**src/rtl/pc_pkg.sv**
```systemverilog
// Shared types and default constants for the fetch program-counter unit.
package pc_pkg;

    // Redirect classes in ascending priority; numeric order is used for comparisons.
    typedef enum logic [2:0] {
        NONE = 3'd0,
        BR   = 3'd1,
        JMP  = 3'd2,
        ERET = 3'd3,
        EXC  = 3'd4
    } redir_cls_t;

    // Two-state fetch control: IDLE holds ce low until the first edge after reset.
    typedef logic [0:0] pc_state_t;
    localparam pc_state_t IDLE = 1'b0;
    localparam pc_state_t RUN  = 1'b1;

    localparam logic [31:0] DEF_RESET_VECTOR = 32'h0000_0000;
    localparam logic [31:0] DEF_EXC_VECTOR   = 32'h0000_0180;

endpackage

```
**src/rtl/pc_unit_if.sv**
```systemverilog
// Bundle of redirect inputs and fetch outputs between the pipeline and pc_unit.
interface pc_unit_if #(
    parameter int unsigned ADDR_W = 32
);
    logic              stall;
    logic              br_taken;
    logic [ADDR_W-1:0] br_target;
    logic              jmp;
    logic [ADDR_W-1:0] jmp_target;
    logic              exc;
    logic              eret;
    logic [ADDR_W-1:0] epc;
    logic [ADDR_W-1:0] pc;
    logic [ADDR_W-1:0] pc_next_seq;
    logic              ce;
    logic              redirect_pending;
    logic              misalign;

    // Pipeline side: drives redirects, observes fetch address.
    modport master (
        output stall, br_taken, br_target, jmp, jmp_target, exc, eret, epc,
        input  pc, pc_next_seq, ce, redirect_pending, misalign
    );

    // PC unit side.
    modport slave (
        input  stall, br_taken, br_target, jmp, jmp_target, exc, eret, epc,
        output pc, pc_next_seq, ce, redirect_pending, misalign
    );
endinterface

```
**src/rtl/pc_redirect_arb.sv**
```systemverilog
// Combinational priority pick among live redirect inputs and the buffered entry.
module pc_redirect_arb
    import pc_pkg::*;
#(
    parameter int unsigned           ADDR_W      = 32,
    parameter int unsigned           INSTR_BYTES = 4,
    parameter logic [ADDR_W-1:0]     EXC_VECTOR  = ADDR_W'(DEF_EXC_VECTOR)
) (
    input  logic              br_taken_i,
    input  logic [ADDR_W-1:0] br_target_i,
    input  logic              jmp_i,
    input  logic [ADDR_W-1:0] jmp_target_i,
    input  logic              exc_i,
    input  logic              eret_i,
    input  logic [ADDR_W-1:0] epc_i,
    input  redir_cls_t        pend_cls_i,
    input  logic [ADDR_W-1:0] pend_tgt_i,
    output redir_cls_t        live_cls_o,
    output logic [ADDR_W-1:0] live_tgt_o,
    output redir_cls_t        win_cls_o,
    output logic [ADDR_W-1:0] win_tgt_o,
    output logic              misalign_o
);

    localparam logic [ADDR_W-1:0] LowMask = ADDR_W'(INSTR_BYTES - 1);

    logic [ADDR_W-1:0] raw_tgt;

    // Highest-priority live request.
    always_comb begin
        live_cls_o = NONE;
        live_tgt_o = '0;
        if (exc_i) begin
            live_cls_o = EXC;
            live_tgt_o = EXC_VECTOR;
        end else if (eret_i) begin
            live_cls_o = ERET;
            live_tgt_o = epc_i;
        end else if (jmp_i) begin
            live_cls_o = JMP;
            live_tgt_o = jmp_target_i;
        end else if (br_taken_i) begin
            live_cls_o = BR;
            live_tgt_o = br_target_i;
        end
    end

    // Buffered entry wins only if strictly above every live request.
    always_comb begin
        if (pend_cls_i > live_cls_o) begin
            win_cls_o = pend_cls_i;
            raw_tgt   = pend_tgt_i;
        end else begin
            win_cls_o = live_cls_o;
            raw_tgt   = live_tgt_o;
        end
        win_tgt_o  = raw_tgt & ~LowMask;
        misalign_o = (win_cls_o != NONE) && ((raw_tgt & LowMask) != '0);
    end

endmodule

```
**src/rtl/pc_unit.sv**
```systemverilog
// Fetch PC generator: sequential advance, prioritised redirects, stall buffering.
module pc_unit
    import pc_pkg::*;
#(
    parameter int unsigned       ADDR_W       = 32,
    parameter int unsigned       INSTR_BYTES  = 4,
    parameter logic [ADDR_W-1:0] RESET_VECTOR = ADDR_W'(DEF_RESET_VECTOR),
    parameter logic [ADDR_W-1:0] EXC_VECTOR   = ADDR_W'(DEF_EXC_VECTOR)
) (
    input logic         clk,
    input logic         rst_n,
    pc_unit_if.slave    bus
);

    localparam logic [ADDR_W-1:0] Incr = ADDR_W'(INSTR_BYTES);

    pc_state_t         state_q, state_d;
    logic [ADDR_W-1:0] pc_q, pc_d;
    redir_cls_t        pend_cls_q, pend_cls_d;
    logic [ADDR_W-1:0] pend_tgt_q, pend_tgt_d;
    logic              misalign_q, misalign_d;

    redir_cls_t        live_cls, win_cls;
    logic [ADDR_W-1:0] live_tgt, win_tgt;
    logic              win_misalign;

    pc_redirect_arb #(
        .ADDR_W      (ADDR_W),
        .INSTR_BYTES (INSTR_BYTES),
        .EXC_VECTOR  (EXC_VECTOR)
    ) u_arb (
        .br_taken_i   (bus.br_taken),
        .br_target_i  (bus.br_target),
        .jmp_i        (bus.jmp),
        .jmp_target_i (bus.jmp_target),
        .exc_i        (bus.exc),
        .eret_i       (bus.eret),
        .epc_i        (bus.epc),
        .pend_cls_i   (pend_cls_q),
        .pend_tgt_i   (pend_tgt_q),
        .live_cls_o   (live_cls),
        .live_tgt_o   (live_tgt),
        .win_cls_o    (win_cls),
        .win_tgt_o    (win_tgt),
        .misalign_o   (win_misalign)
    );

    // Next-state: IDLE->RUN once; in RUN hold+buffer on stall, else load or advance.
    always_comb begin
        state_d    = state_q;
        pc_d       = pc_q;
        pend_cls_d = pend_cls_q;
        pend_tgt_d = pend_tgt_q;
        misalign_d = 1'b0;
        if (state_q == IDLE) begin
            state_d = RUN;
        end else if (bus.stall) begin
            // An exception entry is sticky; otherwise equal or higher class replaces.
            if (live_cls != NONE && pend_cls_q != EXC && live_cls >= pend_cls_q) begin
                pend_cls_d = live_cls;
                pend_tgt_d = live_tgt;
            end
        end else begin
            pend_cls_d = NONE;
            pend_tgt_d = '0;
            if (win_cls != NONE) begin
                pc_d       = win_tgt;
                misalign_d = win_misalign;
            end else begin
                pc_d = pc_q + Incr;
            end
        end
    end

    // State, PC and pending registers; reset discards any buffered redirect.
    always_ff @(posedge clk or negedge rst_n) begin
        if (!rst_n) begin
            state_q    <= IDLE;
            pc_q       <= RESET_VECTOR;
            pend_cls_q <= NONE;
            pend_tgt_q <= '0;
            misalign_q <= 1'b0;
        end else begin
            state_q    <= state_d;
            pc_q       <= pc_d;
            pend_cls_q <= pend_cls_d;
            pend_tgt_q <= pend_tgt_d;
            misalign_q <= misalign_d;
        end
    end

    // Outputs.
    always_comb begin
        bus.pc               = pc_q;
        bus.pc_next_seq      = pc_q + Incr;
        bus.ce               = (state_q == RUN);
        bus.redirect_pending = (pend_cls_q != NONE);
        bus.misalign         = misalign_q;
    end

endmodule

```
**src/flat_wrapper.sv**
```systemverilog
// flat-port wrapper written by rule: the top's interface ports become plain ports
module pc_unit_flat import pc_pkg::*;
#(
    parameter int unsigned       ADDR_W       = 32,
    parameter int unsigned       INSTR_BYTES  = 4,
    parameter logic [ADDR_W-1:0] RESET_VECTOR = ADDR_W'(DEF_RESET_VECTOR),
    parameter logic [ADDR_W-1:0] EXC_VECTOR   = ADDR_W'(DEF_EXC_VECTOR)
)
  (clk, rst_n, bus_stall, bus_br_taken, bus_br_target, bus_jmp, bus_jmp_target, bus_exc, bus_eret, bus_epc, bus_pc, bus_pc_next_seq, bus_ce, bus_redirect_pending, bus_misalign);
  pc_unit_if #(.ADDR_W(ADDR_W)) bus_i ();
  input logic clk;
  input logic rst_n;
  input wire logic [$bits(bus_i.stall)-1:0] bus_stall;
  input wire logic [$bits(bus_i.br_taken)-1:0] bus_br_taken;
  input wire logic [$bits(bus_i.br_target)-1:0] bus_br_target;
  input wire logic [$bits(bus_i.jmp)-1:0] bus_jmp;
  input wire logic [$bits(bus_i.jmp_target)-1:0] bus_jmp_target;
  input wire logic [$bits(bus_i.exc)-1:0] bus_exc;
  input wire logic [$bits(bus_i.eret)-1:0] bus_eret;
  input wire logic [$bits(bus_i.epc)-1:0] bus_epc;
  output wire logic [$bits(bus_i.pc)-1:0] bus_pc;
  output wire logic [$bits(bus_i.pc_next_seq)-1:0] bus_pc_next_seq;
  output wire logic [$bits(bus_i.ce)-1:0] bus_ce;
  output wire logic [$bits(bus_i.redirect_pending)-1:0] bus_redirect_pending;
  output wire logic [$bits(bus_i.misalign)-1:0] bus_misalign;
  assign bus_i.stall = bus_stall;
  assign bus_i.br_taken = bus_br_taken;
  assign bus_i.br_target = bus_br_target;
  assign bus_i.jmp = bus_jmp;
  assign bus_i.jmp_target = bus_jmp_target;
  assign bus_i.exc = bus_exc;
  assign bus_i.eret = bus_eret;
  assign bus_i.epc = bus_epc;
  assign bus_pc = bus_i.pc;
  assign bus_pc_next_seq = bus_i.pc_next_seq;
  assign bus_ce = bus_i.ce;
  assign bus_redirect_pending = bus_i.redirect_pending;
  assign bus_misalign = bus_i.misalign;
  pc_unit #(.ADDR_W(ADDR_W), .INSTR_BYTES(INSTR_BYTES), .RESET_VECTOR(RESET_VECTOR), .EXC_VECTOR(EXC_VECTOR)) u_core (.clk(clk), .rst_n(rst_n), .bus(bus_i));
endmodule
```
**config.mk**
```make
export PLATFORM = sky130hd
export DESIGN_NAME = pc_unit_flat
export DESIGN_NICKNAME = d
export VERILOG_FILES = /design/src/rtl/pc_pkg.sv /design/src/rtl/pc_unit_if.sv /design/src/rtl/pc_redirect_arb.sv /design/src/rtl/pc_unit.sv /design/src/flat_wrapper.sv
export SDC_FILE = /design/constraint.sdc
export NUM_CORES = 1
export LEC_CHECK = 0
export BUFFER_PORTS_ARGS = -buffer_cell sky130_fd_sc_hd__buf_2
export CORE_MARGIN = 1
export CORE_UTILIZATION = 30
export CTS_BUF_LIST = sky130_fd_sc_hd__clkbuf_16
export DETAILED_ROUTE_END_ITERATION = 10
export GPL_TIMING_DRIVEN = 0
export PLACE_DENSITY = 0.49
export SLEW_MARGIN = 20
export SYNTH_ARGS = -nofsm -noshare
export SYNTH_HDL_FRONTEND = slang
export SYNTH_SLANG_ARGS = --single-unit
```
**constraint.sdc**
```tcl
create_clock -name clk -period 5.2 [get_ports clk]
set_input_delay 0.52 -clock clk [delete_from_list [all_inputs] [get_ports clk]]
set_output_delay 0.52 -clock clk [all_outputs]
set_load 0.02 [all_outputs]
```
# Word level (Yosys, flattened, before mapping)
# Cells that the tools add are included.
classes:
  mul: 0
  magnitude_cmp: 2
  muxes: 18
  bitwise: 1
  n_reduce_logical: 9
  shifts: 0
  n_div: 0
  eq_ne: 2
  add_sub_neg: 1
op_table:
  columns: ["op", "n"]
  rows:
  - ["$mux 32", 8]
  - ["$add 32x3->32 const B", 1]
  - ["$reduce_bool 32->1", 1]
  - ["$mux 3", 4]
  - ["$reduce_bool 3->1", 3]
  - ["$mux 1", 4]
  - ["$mux 2", 2]
  - ["$reduce_and 2->1", 2]
  - ["$ge 3x3->1", 1]
  - ["$gt 3x3->1", 1]
  - ["$logic_and 1x1->1", 3]
  - ["$ne 3x3->1 const B", 1]
  - ["$ne 2x1->1 const B", 1]
  - ["$not 1->1", 1]
word_totals:
  ram_bits: 0
  mem_count: 0
  latch_bits: 0
  out_inout_bits: 67
  inputBits: 103
  register_bits: 69
  rom_bits: 0
  wordCells: 38

# Longest topological paths before layout
depth:
  word_depth: 11
  depth_mapped: 13
  ltp_nobuf: 8

# Cells and area by module
# Synthesis repeated with hierarchy kept, for this count alone.
hier_totals:
  cells_unflattened: 583
  area_unflattened_um2: 5276.3
by_module_without_submodules:
  columns: ["mod", "instances", "area_each_um2", "cells_each", "seq_area_each_um2"]
  rows:
  - ["pc_unit", 1, 3938.8, 410, 1726.7]
  - ["pc_redirect_arb", 1, 1337.5, 173, 0.0]

# Least setup slack after synthesis
# OpenSTA, ideal clock, no wires.
synth_path:
  path_type: "input port to flip-flop"
  from: "input port bus_jmp"
  to: "register u_core.pc_q[30] (netlist: u_core.bus.pc[30])"
  setup_time_ps: 122
  required_ps: 5078
  t_arrival_ps: 2832
  slack_ps: 2246
  path_buffers: 4
  stages: 12
  cell_sequence: "buf_6 > nor2b_1 > clkbuf_1 > clkbuf_1 > o21bai_1 > ha_1 > nand2b_1 > or4_4 > and3_4 > buf_6 > a21o_1 > a32o_1"
synth_via:
  elab_chain_cells: 7
  elab_cells_between_ends: 11
  classes_between: "order compare (1); mux (9); reduce/logical (1)"
synth_lines:
  columns: ["element", "line_no", "source"]
  rows:
  - ["start: declaration", "flat_wrapper.sv:16", "input wire logic [$bits(bus_i.jmp)-1:0] bus_jmp;"]
  - ["$mux 2", "pc_redirect_arb.sv:39", "end else if (jmp_i) begin"]
  - ["$mux 2", "pc_redirect_arb.sv:36", "end else if (eret_i) begin"]
  - ["$mux 3", "pc_redirect_arb.sv:33", "if (exc_i) begin"]
  - ["$gt 3x3->1", "pc_redirect_arb.sv:50", "if (pend_cls_i > live_cls_o) begin"]
  - ["$mux 3", "pc_redirect_arb.sv:50", null]
  - ["$reduce_bool 3->1", "pc_unit.sv:66", "if (win_cls != NONE) begin"]
  - ["$mux 32 (*)", "pc_unit.sv:66", null]
  - ["end signal: assignment", "pc_unit.sv:85", "pc_q <= pc_d;"]
  - ["end: declaration", "pc_unit.sv:18", "logic [ADDR_W-1:0] pc_q, pc_d;"]
# Every way passes the cells marked *; elsewhere a longest branch is shown, timed or not.
# A chain may end at the register's enable or synchronous reset.

# Worst setup path after layout
layout_path:
  from: "register u_core.pc_q[2] (netlist: u_core.bus.pc[2])"
  to: "output port bus_pc_next_seq[24]"
layout_via:
  elab_chain_cells: 1
layout_lines:
  columns: ["element", "line_no", "source"]
  rows:
  - ["$add 32x3->32", "pc_unit.sv:95", "bus.pc_next_seq = pc_q + Incr;"]
  - ["end: declaration", "flat_wrapper.sv:22", "output wire logic [$bits(bus_i.pc_next_seq)-1:0] bus_pc_next_seq;"]
# No other way between the ends.

==> results.json <==
{
  "htreeDepth": 3,
  "antenna_found_initial": 0,
  "drv_slew": 0,
  "hold-worst-slack_ps": 89.6,
  "grt_util_all_layers": 0.218,
  "first_pass_iters": 5,
  "synth_top_area_share": 0.352,
  "worst_r2r_endpoint": "u_core.bus.pc[30]$_DFFE_PN0P_",
  "slowest_stage": "nor3_1",
  "drtAntennaViolNets": 0,
  "rr_worst_depth": 7,
  "wl_per_cell_um": 18.1,
  "grt_max_degree": 45,
  "layout.nets": 850,
  "max_clock_freq_ghz": 0.295,
  "numCtsBuffers": 9,
  "synth-async-reset-ratio": 1.00,
  "hold_path.class": "in -> async",
  "critPathBufInv": 1,
  "worst_ep_required_time_ps": 4680,
  "p_leak_nw": 2.83,
  "cts_setup_buffers": 0,
  "p_int_mw": 1.43,
  "cpLargestDelayFamily": "simple AND/OR/NAND/NOR gates",
  "cpPeakStageDelay_ps": 600,
  "clk_latency_ps": 330,
  "worstSetupPathType": "reg -> out",
  "pwr-share-clk": 0.198,
  "nFillCells": 1611,
  "clk_path_buf_depth": 2,
  "yosysSeqAreaShare": 0.352,
  "path_max_fanout": 7,
  "clock-sinks": 67,
  "cts-root-buf": "clkbuf_16",
  "drtIter0Drc": 456,
  "ys.flop_type": "dfrtp_1",
  "viasPerCell": 5.37,
  "grt_pass1_vias": 4933,
  "postSynthAreaPerCell_um2": 8.44,
  "via_count": 5135,
  "worstPathCellList": "ha_1 > and3_1 > nand3_1 > nor3_1 > and4_1 > xor2_1 > buf_2",
  "ys_ff_latch": 67,
  "cp.arrival_ps": 2870,
  "synth_edf_count": 0,
  "power.switching_mw": 1.21,
  "post_cts_resized": 0,
  "tightestPinTransition_ps": 647,
  "clock_skew_ps": 7.61,
  "drcViolationCount": 0,
  "wl_um": 17300,
  "synthesis.area_mm2": 0.00477,
  "initial_core_util": 0.310,
  "gp_congestion": 0.926,
  "yosysTopAreaCell": "dfrtp_1",
  "critPathCaptureType": "output pin",
  "yosys_warnings": 0,
  "reg2reg_from": "u_core.bus.pc[2]$_DFFE_PN0P_",
  "finalSetupViolCount": 0,
  "rows": 45,
  "place_hpwl_um": 13600,
  "peakVddDrop_mv": 0.172,
  "fin_crit_sh": 0.652,
  "path_depth": 7,
  "ios": 170,
  "layout_common_cells": "176 x buf_2, 70 x nand2_1, 67 x dfrtp_1",
  "outcome": "completed",
  "grt_pass1_wl_um": 27400,
  "die_x_um": 128,
  "tns_ps": 0,
  "num_antenna_cells": 0,
  "slew_headroom": 0.569,
  "die_h_um": 128,
  "rsz0062_at_grt": "false",
  "clk_pin_slew_ps": 60,
  "crit_end": "bus_pc_next_seq[24]",
  "synth_cell_types": 49,
  "core_mm2": 0.0154,
  "p_sw_frac": 0.457,
  "cap_viol_max_count": 0,
  "synth_top_cells_by_area": "dfrtp_1 35%, a221oi_1 5.5%, nand2_1 5.5%",
  "dieArea_mm2": 0.0164,
  "final_common_cell": "buf_2",
  "start_kind": "flip-flop",
  "cts_tree": "yes",
  "rrSetupSlack_ps": 2520,
  "startpoint": "u_core.bus.pc[2]$_DFFE_PN0P_",
  "area_growth_syn_to_layout_pct": 28.6,
  "grt_overflow": 0,
  "power_density_mw_per_mm2": 431,
  "power.total_mw": 2.64,
  "portBuffers": 164,
  "fin_crit_ps": 3390,
  "synth_cells": 565,
  "ctsHoldBuffers": 0,
  "pwr-share-seq": 0.317,
  "final-hold-violation-count": 0,
  "combPwrFrac": 0.485,
  "drive_above_1_share": 0.282
}
==> power by group through the flow <==
stage | Combinational [mW] | Sequential (mW) | Clock (mW)
6_report | 1.28 | 0.839 | 0.523
5_1_grt | 1.39 | 0.864 | 0.555
4_1_cts | 1.29 | 0.837 | 0.532
3_5_place_dp | 1.29 | 0.844 | 0
3_3_place_gp | 1.27 | 0.842 | 0
2_1_floorplan | 0.708 | 0.927 | 0
==> flip-flops by register name, indices dropped and copies added (netlist names) <==
register	cells
u_core.bus.ce	1
u_core.bus.misalign	1
u_core.bus.pc	30
u_core.pend_cls_q	3
u_core.pend_tgt_q	32
==> metrics by stage <==
step                      utilization  std cells  instance area [um^2]  setup WS [ps]
after floorplan                     -        568                  4780           2250
after global placement          0.381        943                  5860           1710
after detailed placement        0.383        944                  5890           1660
after CTS                       0.399        956                  6130           1860
after global routing            0.399        956                  6130           1530
final                           0.399        956                  6130           1810
==> worst min-delay path by stage <==
stage / depth (start not counted) / end / start
finish: 1 / u_core.bus.pc[21]$_DFFE_PN0P_ / rst_n
detailed placement: 1 / u_core.bus.pc[23]$_DFFE_PN0P_ / rst_n
global route: 1 / u_core.bus.pc[23]$_DFFE_PN0P_ / rst_n
global placement: 1 / u_core.pend_tgt_q[8]$_DFFE_PN0P_ / u_core.pend_tgt_q[8]$_DFFE_PN0P_
floorplan: 0 / u_core.bus.ce$_DFF_PN0_ / rst_n
CTS: 1 / u_core.bus.pc[23]$_DFFE_PN0P_ / rst_n
==> cell usage after synthesis (2+ instances only) <==
cell,count
nand2_1,70
dfrtp_1,67
nand3_1,37
nor3_1,36
nor2b_1,31
a221oi_1,30
a22o_1,29
clkbuf_1,29
nor2_1,27
o21ai_0,27
a32o_1,17
and3_1,15
xnor2_1,15
xor2_1,15
buf_2,13
o31ai_1,12
buf_4,10
inv_1,10
a21oi_1,9
a21o_1,6
nand4_1,5
o2bb2ai_1,5
a221o_1,4
and4_1,4
mux2i_1,4
nor4_1,4
buf_6,3
ha_1,3
nand2b_1,3
o22a_1,3
a211oi_1,2
conb_1,2
or2_2,2
==> worst reg2reg max path, delay by kind of cell (launching register included) <==
family | cells | cell delay (ps)
simple gates | 4 | 1380
fa+ha+maj | 1 | 310
flops | 1 | 460
compound gates | 2 | 420
==> layout make-up <==
class                           count  area, um^2  share of cell area
Multi-Input combinational cell    436        2780               0.454
Sequential cell                    67        1680               0.274
Timing Repair Buffer              165         851               0.139
Buffer                             55         283              0.0461
Tap cell                          211         264              0.0431
Clock buffer                        9         225              0.0367
Inverter                           10        37.5             0.00612
Clock inverter                      3        12.5             0.00204
==> logic make-up (layout without fill, tap and decap cells) <==
logic type                 Yosys count  in the layout  share of synthesized area
muxes                                4              4                    0.00840
adders and majority gates            3              3                    0.00788
other                                2              5                    0.00158
and+or+nand+nor                    240            240                      0.252
buffers and inverters               65            242                     0.0672
xor gates and xnor gates            30             30                     0.0551
AOI/OAI and AO/OA                  154            154                      0.256
DFF                                 67             67                      0.352
==> metal layers <==
metal	wire length, um	up-vias	global-route usage
li1	-	2452	-
met1	8140	2422	0.303
met2	7630	241	0.346
met3	1250	20	0.0388
met4	283	0	0.0623
met5	0	-	0
No activity file was read; power rests on OpenSTA's default activity.
